--- src/rtl/layer2_pool_sched_if.sv ---
// Handshake bundle between the layer-2 pool scheduler and the feature buffer,
// window packer, pool array and pool output buffer.
interface layer2_pool_sched_if #(
    parameter int ADDR_W = 8
);
    logic              start;
    logic              busy;
    logic              done;
    logic              rd_en;
    logic [ADDR_W-1:0] rd_addr;
    logic [1:0]        slot;
    logic              slot_vld;
    logic              pool_start;
    logic              pool_ready;
    logic              wr_en;
    logic [ADDR_W-1:0] wr_addr;
    logic              err;

    modport master (
        input  start, pool_ready,
        output busy, done, rd_en, rd_addr, slot, slot_vld,
               pool_start, wr_en, wr_addr, err
    );

    modport slave (
        output start, pool_ready,
        input  busy, done, rd_en, rd_addr, slot, slot_vld,
               pool_start, wr_en, wr_addr, err
    );
endinterface

--- src/rtl/layer2_pool_sched.sv ---
// Layer-2 2x2/stride-2 max-pool sequencer: reads each window, kicks the pool array,
// writes the pooled pixel. Optional WAIT_RDY timeout under `POOL_SCHED_TIMEOUT_EN.
module layer2_pool_sched #(
    parameter int IMG_W  = 8,
    parameter int IMG_H  = 8,
    parameter int ADDR_W = 8
`ifdef POOL_SCHED_TIMEOUT_EN
    ,
    parameter int TIMEOUT_CYC = 64
`endif
) (
    input logic                 clk_in,
    input logic                 rst,
    layer2_pool_sched_if.master bus
);

    // state    | meaning
    // IDLE     | waiting for start
    // RD0..RD3 | read window pixel TL, TR, BL, BR
    // LAST     | BR pixel data returning from the buffer
    // POOL     | pool_start pulse
    // WAIT_RDY | waiting for pool_ready (or timeout)
    // WR       | write pooled pixel, advance window
    // FIN      | raise done, drop busy
    typedef enum logic [3:0] {
        IDLE, RD0, RD1, RD2, RD3, LAST, POOL, WAIT_RDY, WR, FIN
    } state_t;

    localparam logic [ADDR_W-1:0] W_A   = ADDR_W'(IMG_W);
    localparam logic [ADDR_W-1:0] WIN_C = ADDR_W'(IMG_W / 2);
    localparam logic [ADDR_W-1:0] WIN_R = ADDR_W'(IMG_H / 2);
    localparam logic [ADDR_W-1:0] ONE   = ADDR_W'(1);

    state_t            state;
    state_t            next_state;
    logic [ADDR_W-1:0] win_row;
    logic [ADDR_W-1:0] win_col;
    logic [ADDR_W-1:0] out_idx;
    logic              slot_vld_q;
    logic [1:0]        slot_q;
    logic              busy_q;
    logic              done_q;

    logic              rd_en;
    logic [1:0]        rd_k;
    logic              pool_start;
    logic              wr_en;
    logic              col_more;
    logic              row_more;
    logic [ADDR_W-1:0] pix_row;
    logic [ADDR_W-1:0] pix_col;
    logic              start_acc;
    logic              tmo_hit;

    assign col_more  = (win_col + ONE) < WIN_C;
    assign row_more  = (win_row + ONE) < WIN_R;
    assign start_acc = (state == IDLE) && bus.start;

`ifdef POOL_SCHED_TIMEOUT_EN
    localparam int TMO_W = (TIMEOUT_CYC > 1) ? $clog2(TIMEOUT_CYC) : 1;

    logic [TMO_W-1:0] tmo_cnt;
    logic             err_q;

    // Down-counter loaded in POOL; reaching zero in WAIT_RDY without ready aborts the map.
    always_ff @(posedge clk_in or posedge rst) begin
        if (rst) begin
            tmo_cnt <= '0;
            err_q   <= 1'b0;
        end else begin
            if (state == POOL) begin
                tmo_cnt <= TMO_W'(TIMEOUT_CYC - 1);
            end else if (state == WAIT_RDY && tmo_cnt != '0) begin
                tmo_cnt <= tmo_cnt - TMO_W'(1);
            end
            if (state == WAIT_RDY && !bus.pool_ready && tmo_cnt == '0) begin
                err_q <= 1'b1;
            end
        end
    end

    assign tmo_hit = (tmo_cnt == '0);
    assign bus.err = err_q;
`else
    assign tmo_hit = 1'b0;
    assign bus.err = 1'b0;
`endif

    always_ff @(posedge clk_in or posedge rst) begin
        if (rst) begin
            state <= IDLE;
        end else begin
            state <= next_state;
        end
    end

    always_comb begin
        next_state = state;
        rd_en      = 1'b0;
        rd_k       = 2'd0;
        pool_start = 1'b0;
        wr_en      = 1'b0;
        case (state)
            IDLE: begin
                if (bus.start) next_state = RD0;
            end
            RD0: begin
                rd_en      = 1'b1;
                rd_k       = 2'd0;
                next_state = RD1;
            end
            RD1: begin
                rd_en      = 1'b1;
                rd_k       = 2'd1;
                next_state = RD2;
            end
            RD2: begin
                rd_en      = 1'b1;
                rd_k       = 2'd2;
                next_state = RD3;
            end
            RD3: begin
                rd_en      = 1'b1;
                rd_k       = 2'd3;
                next_state = LAST;
            end
            LAST: begin
                next_state = POOL;
            end
            POOL: begin
                pool_start = 1'b1;
                next_state = WAIT_RDY;
            end
            WAIT_RDY: begin
                if (bus.pool_ready) begin
                    next_state = WR;
                end else if (tmo_hit) begin
                    next_state = FIN;
                end
            end
            WR: begin
                wr_en = 1'b1;
                if (col_more || row_more) begin
                    next_state = RD0;
                end else begin
                    next_state = FIN;
                end
            end
            FIN: begin
                next_state = IDLE;
            end
            default: begin
                next_state = IDLE;
            end
        endcase
    end

    // Window position advances on the write; it is only re-zeroed by the next start.
    always_ff @(posedge clk_in or posedge rst) begin
        if (rst) begin
            win_row <= '0;
            win_col <= '0;
            out_idx <= '0;
        end else if (start_acc) begin
            win_row <= '0;
            win_col <= '0;
            out_idx <= '0;
        end else if (state == WR) begin
            out_idx <= out_idx + ONE;
            if (col_more) begin
                win_col <= win_col + ONE;
            end else begin
                win_col <= '0;
                win_row <= win_row + ONE;
            end
        end
    end

    always_ff @(posedge clk_in or posedge rst) begin
        if (rst) begin
            slot_vld_q <= 1'b0;
            slot_q     <= 2'd0;
            busy_q     <= 1'b0;
            done_q     <= 1'b0;
        end else begin
            slot_vld_q <= rd_en;
            slot_q     <= rd_k;
            done_q     <= (state == FIN);
            if (start_acc) begin
                busy_q <= 1'b1;
            end else if (state == FIN) begin
                busy_q <= 1'b0;
            end
        end
    end

    assign pix_row = (win_row << 1) + ADDR_W'(rd_k[1]);
    assign pix_col = (win_col << 1) + ADDR_W'(rd_k[0]);

    assign bus.busy       = busy_q;
    assign bus.done       = done_q;
    assign bus.rd_en      = rd_en;
    assign bus.rd_addr    = rd_en ? (pix_row * W_A + pix_col) : '0;
    assign bus.slot       = slot_q;
    assign bus.slot_vld   = slot_vld_q;
    assign bus.pool_start = pool_start;
    assign bus.wr_en      = wr_en;
    assign bus.wr_addr    = wr_en ? out_idx : '0;

endmodule
--- src/flat_wrapper.sv ---
// flat-port wrapper written by rule: the top's interface ports become plain ports
module layer2_pool_sched_flat 
#(
    parameter int IMG_W  = 8,
    parameter int IMG_H  = 8,
    parameter int ADDR_W = 8

)
  (clk_in, rst, bus_start, bus_pool_ready, bus_busy, bus_done, bus_rd_en, bus_rd_addr, bus_slot, bus_slot_vld, bus_pool_start, bus_wr_en, bus_wr_addr, bus_err);
  layer2_pool_sched_if #(.ADDR_W(ADDR_W)) bus_i ();
  input logic clk_in;
  input logic rst;
  input wire logic [$bits(bus_i.start)-1:0] bus_start;
  input wire logic [$bits(bus_i.pool_ready)-1:0] bus_pool_ready;
  output wire logic [$bits(bus_i.busy)-1:0] bus_busy;
  output wire logic [$bits(bus_i.done)-1:0] bus_done;
  output wire logic [$bits(bus_i.rd_en)-1:0] bus_rd_en;
  output wire logic [$bits(bus_i.rd_addr)-1:0] bus_rd_addr;
  output wire logic [$bits(bus_i.slot)-1:0] bus_slot;
  output wire logic [$bits(bus_i.slot_vld)-1:0] bus_slot_vld;
  output wire logic [$bits(bus_i.pool_start)-1:0] bus_pool_start;
  output wire logic [$bits(bus_i.wr_en)-1:0] bus_wr_en;
  output wire logic [$bits(bus_i.wr_addr)-1:0] bus_wr_addr;
  output wire logic [$bits(bus_i.err)-1:0] bus_err;
  assign bus_i.start = bus_start;
  assign bus_i.pool_ready = bus_pool_ready;
  assign bus_busy = bus_i.busy;
  assign bus_done = bus_i.done;
  assign bus_rd_en = bus_i.rd_en;
  assign bus_rd_addr = bus_i.rd_addr;
  assign bus_slot = bus_i.slot;
  assign bus_slot_vld = bus_i.slot_vld;
  assign bus_pool_start = bus_i.pool_start;
  assign bus_wr_en = bus_i.wr_en;
  assign bus_wr_addr = bus_i.wr_addr;
  assign bus_err = bus_i.err;
  layer2_pool_sched #(.IMG_W(IMG_W), .IMG_H(IMG_H), .ADDR_W(ADDR_W)) u_core (.clk_in(clk_in), .rst(rst), .bus(bus_i));
endmodule
--- config.mk ---
export PLATFORM = sky130hd
export DESIGN_NAME = layer2_pool_sched_flat
export DESIGN_NICKNAME = d
export VERILOG_FILES = /design/src/rtl/layer2_pool_sched_if.sv /design/src/rtl/layer2_pool_sched.sv /design/src/flat_wrapper.sv
export SDC_FILE = /design/constraint.sdc
export NUM_CORES = 1
export LEC_CHECK = 0
export CAP_MARGIN = 20
export CORE_ASPECT_RATIO = 0.9
export CORE_UTILIZATION = 55
export CTS_CLUSTER_DIAMETER = 60
export DETAILED_ROUTE_END_ITERATION = 7
export HOLD_SLACK_MARGIN = 0.06
export MAX_ROUTING_LAYER = met4
export PLACE_DENSITY = 0.81
export SYNTH_ARGS = -nofsm -noshare
export SYNTH_HDL_FRONTEND = slang
export SYNTH_SLANG_ARGS = --single-unit
--- constraint.sdc ---
create_clock -name clk_in -period 6.1 [get_ports clk_in]
set_input_delay 0.915 -clock clk_in [delete_from_list [all_inputs] [get_ports clk_in]]
set_output_delay 0.915 -clock clk_in [all_outputs]
set_load 0.1 [all_outputs]
==> metrics.md, run 1 <==
| Metric | Value |
|---|---|
| # resized after CTS | 0 |
| H-Tree Level Count | 2 |
| Fin nets | around 250 |
| Core Region | 3160 um2 |
| Worst endpoint data arrival time | approximately 3.5 ns |
| Seq/Total Area, Yosys | between 40% and 50% |
| Worst-path fanout max | 12 |
| DIE WIDTH | 64.0 um |
| Setup violations, final | 0 |
| Reg2reg start | u_core.state[0] |
| Clk buf depth | 2 |
| CP Class | flip-flop to output port |
| Max-cap violations | 0 |
| Cells after Synth | between 200 and 250 |
| Cell Pwr Density | 566 nW/um2 |
| Initial detailed-routing violation count | between 150 and 200 |
| Largest net degree at the start of global routing | 34 |
| Adder and majority gate portion of the synthesized area | 5.65% |
| Endpoints failing hold | 0 |
| Ys Warns | 0 |
| Post-Route Utilization | between 70 and 80% |
| First-pass GRT wire length | 6500 um |
| Total power | around 1.3 mW |
| Status | finished, final reports clean |
| Post-Route WL | 3900 um |
| Post-synth top flop | dfrtp_1 |
| Flop-to-flop setup slack | 3.66 ns |
| DRC violations left | 0 |
| Setup TNS | 0 ns |
| Hold path start | u_core.bus.busy |
| Synthesized cell area | between 1500 and 2000 um2 |
| Hold Crit Class | flip-flop to flip-flop |
| Vias in the first global route | about 1,500 |
| Initial antenna violation count | 0 |
| DR WL/cell | approximately 14 um |
| Peak Freq | 226 MHz |
| Worst slew margin | roughly a third |
| Worst Setup End Kind | output port |
| Crit start category | flip-flop |
| Leak Pwr | between 1 and 1.5 nW |
| Final worst path period need | 4.42 ns |
| Via Count | between 1,500 and 2,000 |
| VDD IR-drop max | 376 uV |
| Port buffer count | 27 |
| Share of cells above drive strength 1 | between 5 and 6% |
| Measured slew at the worst slew-check pin | slightly below 1 ns |
| GRT Overall Usage | 24.3% |
| Async set-reset flop share out of synthesis | 100% |
| Largest family of logic cells by synthesized area | simple AND/OR/NAND/NOR gates |
| Post-synth cell types | 40 |
| RSZ-0062 raised after global routing | false |
| Vias/cell | 5.76 |
| Mux contribution to synthesized area | around 1.6% |
| Ant diodes | 0 |
| Total CTS buffers | 5 |
| Worst Setup SP | u_core.state[0] |
| Setup Skew | 0.00456 ns |
| Pre-antenna DRT Iters | 4 |
| Layout area overhead | 21.3% |
| CTS sink count | 33 |
| Starting density of the core | roughly three fifths |
| CTS clock-pin slew for the worst setup and hold paths | about 0.070 ns |
| Fin. max-slew vios | 0 |
| Routed Antenna Nets | 0 |
| Mapped Nets | roughly 220 |
| GP Congestion | 0.847 |
| Ports | 29 |
| Yosys reg bits | 33 |
| Simple-Gate Fraction of Synth Area | between 20% and 30% |
| Overall die height | slightly below 60 um |
| Clk_lat worst skew | 0.29 ns |
| Synth Area in Compound Gates | 11.6% |
| Die area | about 3700 um2 |
| Period Utilization, post-route | between 70 and 80% |
| Syn avg cell area | 9.02 um2 |
| Remaining Overflow, GRT | 0 |
| Post-synth EDFFs | 0 |
| CTS tree | built |
| CTS root buf | clkbuf_8 |
| # Post-CTS Setup Buffers | 0 |
| DP HPWL | 2800 um |
| Fraction of synthesized cell area in xor and xnor cells | under 10% |
| # hold bufs at CTS | 0 |
| Worst EP required | between 5 and 6 ns |
| Placement Rows | 19 |
## area by class of cell
type,instances,area (um2)
Clock buffer,6,82.6
Clock inverter,2,37.5
Fill cell,219,853
Inverter,10,37.5
Multi-Input combinational cell,156,987
Sequential cell,33,826
Tap cell,42,52.6
Timing Repair Buffer,29,285
## Yosys cell counts (5+ instances only)
library cell	number	area (um2)
dfrtp_1	33	826
nor2_1	24	90.1
nand2_1	16	60.1
and2_1	12	75.1
nand3_1	12	60.1
a21oi_1	10	50.1
clkbuf_1	10	37.5
inv_1	10	37.5
xor2_1	9	78.8
and3_1	8	50.1
ha_1	7	87.6
nor3_1	7	35.0
xnor2_1	7	61.3
o21ai_0	5	25.0
## cell usage in the layout, fill, tap and decap left out, drive strengths merged, types with 2 or more instances in the layout
| master | Yosys | final |
|---|---|---|
| a21o | 2 | 2 |
| a21oi | 11 | 11 |
| and2 | 12 | 12 |
| and3 | 9 | 9 |
| buf | 2 | 2 |
| clkbuf | 10 | 6 |
| clkdlybuf4s50 | 0 | 27 |
| dfrtp | 33 | 33 |
| ha | 7 | 7 |
| inv | 10 | 10 |
| mux2i | 3 | 3 |
| nand2 | 16 | 16 |
| nand3 | 12 | 12 |
| nand3b | 2 | 2 |
| nor2 | 24 | 24 |
| nor3 | 7 | 7 |
| nor4 | 2 | 2 |
| o21ai | 8 | 8 |
| o311ai | 2 | 2 |
| o31ai | 2 | 2 |
| or3 | 4 | 4 |
| or4 | 3 | 3 |
| xnor2 | 7 | 7 |
| xor2 | 9 | 9 |
## metal layers
layer | wire length (um) | vias to the layer above | global-route usage [%]
met5 | 0 | - | -
met4 | 50 | 0 | 11.4
met3 | 115 | 4 | 4.13
met2 | 1950 | 34 | 39.7
met1 | 1790 | 788 | 29.5
li1 | - | 776 | -
## registers in the layout, summed over array words and instances (netlist names)
| register | flops |
|---|---|
| u_core.bus.busy | 1 |
| u_core.bus.done | 1 |
| u_core.bus.slot | 2 |
| u_core.bus.slot_vld | 1 |
| u_core.out_idx | 8 |
| u_core.state | 4 |
| u_core.win_col | 8 |
| u_core.win_row | 8 |
## stage by stage
| step | cell area [um2] | hold WS, ns | cells | setup WS (ns) |
|---|---|---|---|---|
| after floorplan | 1900 | 0.497 | 211 | 2.03 |
| after global placement | 2190 | 0.522 | 270 | 2.08 |
| after detailed placement | 2190 | 0.526 | 270 | 2.01 |
| after CTS | 2310 | 0.541 | 278 | 1.69 |
| after global routing | 2310 | 0.568 | 278 | 1.48 |
| final | 2310 | 0.535 | 278 | 1.68 |
## logic make-up after synthesis
family,after synthesis
flip-flops,33
AO/OA/AOI/OAI,33
buffers and inverters,22
multiplexers,3
other,1
AND/OR/NAND/NOR,95
XOR/XNOR,16
adder cells (fa/ha/maj),8
## critical path, cell delays in order (launching register included)
cell	delay [ns]
dfrtp_1	0.52
nand2_1	0.14
nor2_1	0.11
a21oi_1	0.05
nor2_1	0.15
ha_1	0.20
inv_1	0.06
fa_1	0.40
inv_1	0.07
a21o_1	0.10
a21oi_1	0.07
xnor2_1	0.12
nor2_1	0.08
clkdlybuf4s50_1	1.13
## power by group
part	switching (mW)	total [mW]	internal (mW)	leakage [nW]
clock network	0.0839	0.217	0.133	0.0574
logic	0.494	0.688	0.194	0.587
registers	0.111	0.403	0.292	0.437
## final timing paths
| path | endpoint | depth (start not counted) |
|---|---|---|
| setup / recovery | bus_rd_addr[7] | 13 |
| hold / removal | u_core.bus.busy | 2 |
| setup reg to reg | u_core.out_idx[7] | 7 |
| hold reg to reg | u_core.bus.busy | 2 |
| max in group asynchronous | u_core.out_idx[6] | 3 |
| min in group asynchronous | u_core.state[0] | 3 |
Note: power is estimated with default switching activity, not from simulation.
==> run 2, diff against run 1 <==
Settings changed: CORE_UTILIZATION 55 to 48, PLACE_DENSITY 0.81 to 0.75.
Clock period 6.1 ns to 4 ns, I/O delays scaled along.
==> run 2 against run 1 <==
Compared with the run above:
- worst setup slack got worse by 0.99 ns
- via count fell by 1.9%
- clock power increased by 13%
- sequential share of layout area grew 0.89 points
- register-to-register slack worse by 1.9 ns
- core utilization fell by 13 points
- critical path type unchanged
- largest power group unchanged
==> metrics.md, run 2 (synthesis results as in run 1) <==
| Metric | Value |
|---|---|
| Via Count | 1,572 |
| # Post-CTS Setup Buffers | 0 |
| Period Utilization, post-route | 82.6% |
| Cell total after placement | 275 |
| CTS sink count | 33 |
| Layout area overhead | 18.3% |
| Initial antenna violation count | 0 |
| Ports | 29 |
| Setup ws final | between 0.6 and 0.7 ns |
| Peak Freq | slightly above 300 MHz |
| Total CTS buffers | 5 |
| Final worst path period need | around 3.3 ns |
| RSZ-0062 raised after global routing | false |
| Share of cells above drive strength 1 | 11.0% |
| DR WL/cell | about 14 um |
| DIE WIDTH | between 60 and 70 um |
| Cell Pwr Density | around 840 nW/um2 |
| GP Congestion | about 0.83 |
| GRT Overall Usage | around 22% |
| Status | finished, final reports clean |
| Placement Rows | 21 |
| Endpoints failing hold | 0 |
| # hold bufs at CTS | 0 |
| Dpl cell area | 2170 um2 |
| Post-Route WL | slightly below 4000 um |
| Die area | 4220 um2 |
| Crit start category | flip-flop |
| Reg2reg start | u_core.state[0] |
| Flop-to-flop setup slack | about 1.8 ns |
| Remaining Overflow, GRT | 0 |
| Setup violations, final | 0 |
| Starting density of the core | 50.6% |
| Port buffer count | 27 |
| CTS root buf | clkbuf_8 |
| Worst R2R End | u_core.win_row[5] |
| Hold Crit Class | flip-flop to flip-flop |
| Worst endpoint data arrival time | around 2.7 ns |
| Leak Pwr | between 1 and 1.5 nW |
| CTS tree | built |
| Fin. max-slew vios | 0 |
| Routed Antenna Nets | 0 |
| Ant diodes | 0 |
| Max-cap violations | 0 |
| Worst-path fanout max | 11 |
| DRC violations left | 0 |
| Setup TNS | 0 ns |
| Worst slew margin | a little over a third |
| H-Tree Level Count | 2 |
| Vias in the first global route | 1,452 |
| Measured slew at the worst slew-check pin | around 0.97 ns |
| Core Region | between 3000 and 4000 um2 |
| First-pass GRT wire length | around 6600 um |
| Critical path endpoint | bus_rd_addr[7] |
| CP Class | flip-flop to output port |
| Pre-CTS WS | between 0.9 and 1 ns |
| Worst Setup SP | u_core.state[1] |
| Worst EP required | ~3.4 ns |
| Clk_lat worst skew | ~0.27 ns |
| R2R cell count | 6 |
| DP HPWL | 2730 um |
| Final non-filler cell total | around 280 |
| Post-layout instance area | 2250 um2 |
| Top Registers | u_core.out_idx (8), u_core.win_col (8), u_core.win_row (8) |
| Largest net degree at the start of global routing | 34 |
| Commonest cells after routing, fill and taps aside | 33 x dfrtp_1, 24 x nor2_1, 17 x buf_4 |
| Hold Worst Slack | ~0.54 ns |
| Pre-antenna DRT Iters | 4 |
| Most common cell after layout, fill and taps aside | dfrtp_1 |
| Vias/cell | 5.57 |
| Setup Skew | 0.00167 ns |
| Clk buf depth | 2 |
| Worst Setup End Kind | output port |
| Overall die height | roughly 62 um |
| # resized after CTS | 0 |
| CTS clock-pin slew for the worst setup and hold paths | about 0.06 ns |
| VDD IR-drop max | a little over 700 uV |
| Initial detailed-routing violation count | approximately 130 |
| Fill cell count | roughly 340 |
| Fin nets | roughly 250 |
## run 2: cell types whose count changed in the layout (fill, tap and decap cells not counted)
cell | previous run | this run
bufinv_16 | 1 | 0
buf_4 | 2 | 17
clkdlybuf4s50_1 | 27 | 13
clkbuf_1 | 0 | 1
clkinvlp_4 | 1 | 0
## run 2: worst max-delay path, cell delays in order (launching register included)
cell     delay, ns
dfrtp_1       0.53
nand2_1       0.15
nor2_1        0.11
a21oi_1       0.05
nor2_1        0.18
ha_1          0.21
inv_1         0.06
fa_1          0.39
inv_1         0.07
a21o_1        0.10
a21oi_1       0.07
xnor2_1       0.12
nor2_1        0.09
buf_4         0.30
## run 2: where the power goes
part           internal [mW]  leakage (nW)  switching (mW)
clock                  0.136        0.0443           0.109
sequential             0.446         0.437           0.170
combinational          0.288         0.621           0.748
total                  0.871          1.10            1.03
## run 2: worst min-delay path by stage
stage	from	to	slack [ns]	depth (start not counted)
floorplan	u_core.out_idx[7]	u_core.out_idx[7]	0.50	2
detailed placement	u_core.win_col[1]	u_core.win_col[1]	0.53	1
global route	u_core.bus.busy	u_core.bus.busy	0.57	2
CTS	u_core.win_col[1]	u_core.win_col[1]	0.55	1
finish	u_core.bus.busy	u_core.bus.busy	0.54	2
global placement	u_core.bus.busy	u_core.bus.busy	0.53	2
## run 2: stage by stage
step | util, % | power (mW)
detailed placement | 57.6 | 1.66
global route | 59.9 | 2.02
finish | 59.9 | 1.90
CTS | 59.9 | 1.91
global placement | 57.6 | 1.64
floorplan | - | 1.44
## run 2: routing by layer
layer	part of all wire [%]	wire length, um	vias up	track usage, %
li1	-	-	770	-
met1	49	1910	757	29.4
met2	46	1780	43	33.5
met3	4.5	177	2	5.84
met4	0.64	25	0	7.14
met5	0	0	-	-
## run 2: cell type report
cell class              instances  area, um2  area share (%)
flip-flops and latches         33        826            36.7
repair buffers                 30        258            11.4
well taps                      46       57.6            2.56
multi-input cells             156        987            43.8
clock buffers                   7       86.3            3.83
inverters                      10       37.5            1.67
==> run 3, diff against run 2 <==
Clock period 4 ns to 2.8 ns, I/O delays scaled along.
==> run 3 against run 2 <==
Compared with the run above:
- wire length up 2.6%
- critical path depth down 1
- first-iteration DRC count down 20%
- combinational power up 75%
- clock skew up 0.0011 ns
- critical path type unchanged
==> metrics.md, run 3 (synthesis results as in run 1) <==
| Metric | Value |
|---|---|
| Starting density of the core | slightly above 50% |
| DR WL/cell | between 10 and 15 um |
| Worst EP required | between 2 and 2.5 ns |
| Port buffer count | 27 |
| Setup violations, final | 0 |
| Cell Pwr Density | approximately 1200 nW/um2 |
| VDD IR-drop max | between 700 and 800 uV |
| Post-layout instance area | between 2000 and 3000 um2 |
| Setup Skew | about 0.0028 ns |
| Layout area overhead | 37.1% |
| Reg power frac | 26.7% |
| Clk buf depth | 2 |
| Cell repeated most along the worst path | inv_2 |
| Max incr delay on CP | around 0.45 ns |
| Die area | ~4200 um2 |
| RSZ-0062 raised after global routing | true |
| Remaining Overflow, GRT | 0 |
| Core Region | between 3000 and 4000 um2 |
| Sw Share | 50.7% |
| Clk_lat worst skew | 0.29 ns |
| DP HPWL | roughly 2700 um |
| Crit start category | flip-flop |
| CP Class | flip-flop to output port |
| Comb pwr share | 58.3% |
| Met2 wire length | roughly 1800 um |
| Clock share of power | 14.9% |
| Slowest CP cell | dfrtp_2 |
| Top Registers | u_core.out_idx (8), u_core.win_col (8), u_core.win_row (8) |
| DRC violations left | 0 |
| Hold Crit Class | flip-flop to flip-flop |
| CTS clock-pin slew for the worst setup and hold paths | ~0.070 ns |
| CTS sink count | 33 |
| Via Count | between 1,500 and 2,000 |
| Int Pwr | 1.54 mW |
| Net Switching | 1.58 mW |
| M1 wire length | about 1900 um |
| Cell total after placement | 281 |
| Routed Antenna Nets | 0 |
| Final worst path period need | 2.76 ns |
| First-pass GRT wire length | 6690 um |
| Vias/cell | about 5.4 |
| Placement Rows | 21 |
| Commonest cells after routing, fill and taps aside | 31 x dfrtp_1, 20 x buf_4, 18 x nor2_1 |
| Ports | 29 |
| GP Congestion | 0.863 |
| Largest net degree at the start of global routing | 34 |
| Fill cell count | slightly below 300 |
| Initial antenna violation count | 0 |
| Final non-filler cell total | 293 |
| DIE WIDTH | roughly 70 um |
| Fin. max-slew vios | 0 |
| H-Tree Level Count | 2 |
| Status | finished, final reports clean |
| Pre-antenna DRT Iters | 4 |
| DR top layer | met4 |
| Worst-path cell chain | nor2_4, a21oi_1, nor2_1, ha_2, inv_2, fa_2, inv_2, a21o_1, a21oi_2, xnor2_1, nor2_2, buf_12 |
| Metal3 WL | around 190 um |
| FF+latch area | around 830 um2 |
| Leak Pwr | 1.23 nW |
| Max-cap violations | 0 |
| Total CTS buffers | 5 |
| Most common cell after layout, fill and taps aside | dfrtp_1 |
| CTS root buf | clkbuf_8 |
| Peak Freq | ~360 MHz |
| Fin nets | ~260 |
| Dpl cell area | between 2000 and 2500 um2 |
| Post-Route WL | around 4000 um |
| Initial detailed-routing violation count | just over 100 |
| Worst Setup End Kind | output port |
| Worst endpoint data arrival time | roughly 2.3 ns |
| Share of cells above drive strength 1 | about 29% |
| CTS tree | built |
| Period Utilization, post-route | a little over nine tenths |
| Endpoints failing hold | 0 |
| GRT Overall Usage | between 20% and 30% |
| Overall die height | a little over 60 um |
| Vias in the first global route | 1,380 |
| Ant diodes | 0 |
| Area occupied by multi-input gates | ~1000 um2 |
| Worst-path fanout max | 3 |
[run 3: final timing paths]
| path | cells past startpoint | slack, ns | end | from |
|---|---|---|---|---|
| min in group asynchronous | 3 | 0.51 | u_core.bus.busy | rst |
| hold reg to reg | 1 | 0.47 | u_core.bus.slot[1] | u_core.state[3] |
| setup reg to reg | 10 | 0.73 | u_core.out_idx[5] | u_core.state[0] |
| hold / removal | 1 | 0.47 | u_core.bus.slot[1] | u_core.state[3] |
| max in group asynchronous | 3 | 1.97 | u_core.state[0] | rst |
| setup / recovery | 12 | 0.04 | bus_rd_addr[7] | u_core.state[0] |
[run 3: what timing repair did]
action / 4_1_cts / 5_1_grt
cloned: 0 / 0
gates resized for setup: 10 / 1
hold buffers: 0 / 0
setup buffers: 4 / 0
setup endpoints to repair: 1 / 2
pin swaps: 9 / 8
[run 3: layer usage]
metal  up-vias  track usage, %
met5         -               -
met4         0            9.82
met3         6            6.02
met2        44            32.2
met1       740            31.8
li1        800               -
[run 3: metrics by stage]
step	setup TNS [ns]	total power, mW	hold slack, ns	utilization (%)	setup slack, ns
4_1_cts	-0.0461	3.13	0.449	69.4	-0.0461
2_1_floorplan	-0.354	2.11	0.497	-	-0.354
6_report	0	3.12	0.468	69.4	0.0433
3_3_place_gp	0	2.56	0.432	64.9	0.256
3_5_place_dp	0	2.59	0.441	64.9	0.145
5_1_grt	-0.104	3.29	0.468	69.4	-0.0896
[run 3: power groups by stage]
stage	combinational, mW	sequential, mW	clock (mW)
floorplan	1.18	0.931	0
global placement	1.73	0.826	0
detailed placement	1.76	0.831	0
CTS	1.83	0.826	0.472
global route	1.94	0.855	0.493
finish	1.82	0.833	0.466
[run 3: final cells by class]
cell class | instances | share of cell area (%)
Clock inverter | 1 | 1.15
Multi-Input combinational cell | 156 | 40.2
Sequential cell | 33 | 31.8
Timing Repair Buffer | 40 | 20.0
Tap cell | 46 | 2.21
Inverter | 10 | 1.44
Clock buffer | 7 | 3.31
[run 3: worst max-delay path, delay by kind of cell, from the launching register on]
| family | cells | cell delay, ns |
|---|---|---|
| DFF | 1 | 0.45 |
| adders and majority gates | 2 | 0.55 |
| and+or+nand+nor | 3 | 0.41 |
| AOI/OAI and AO/OA | 3 | 0.24 |
| buffers and inverters | 3 | 0.28 |
| xor gates and xnor gates | 1 | 0.13 |
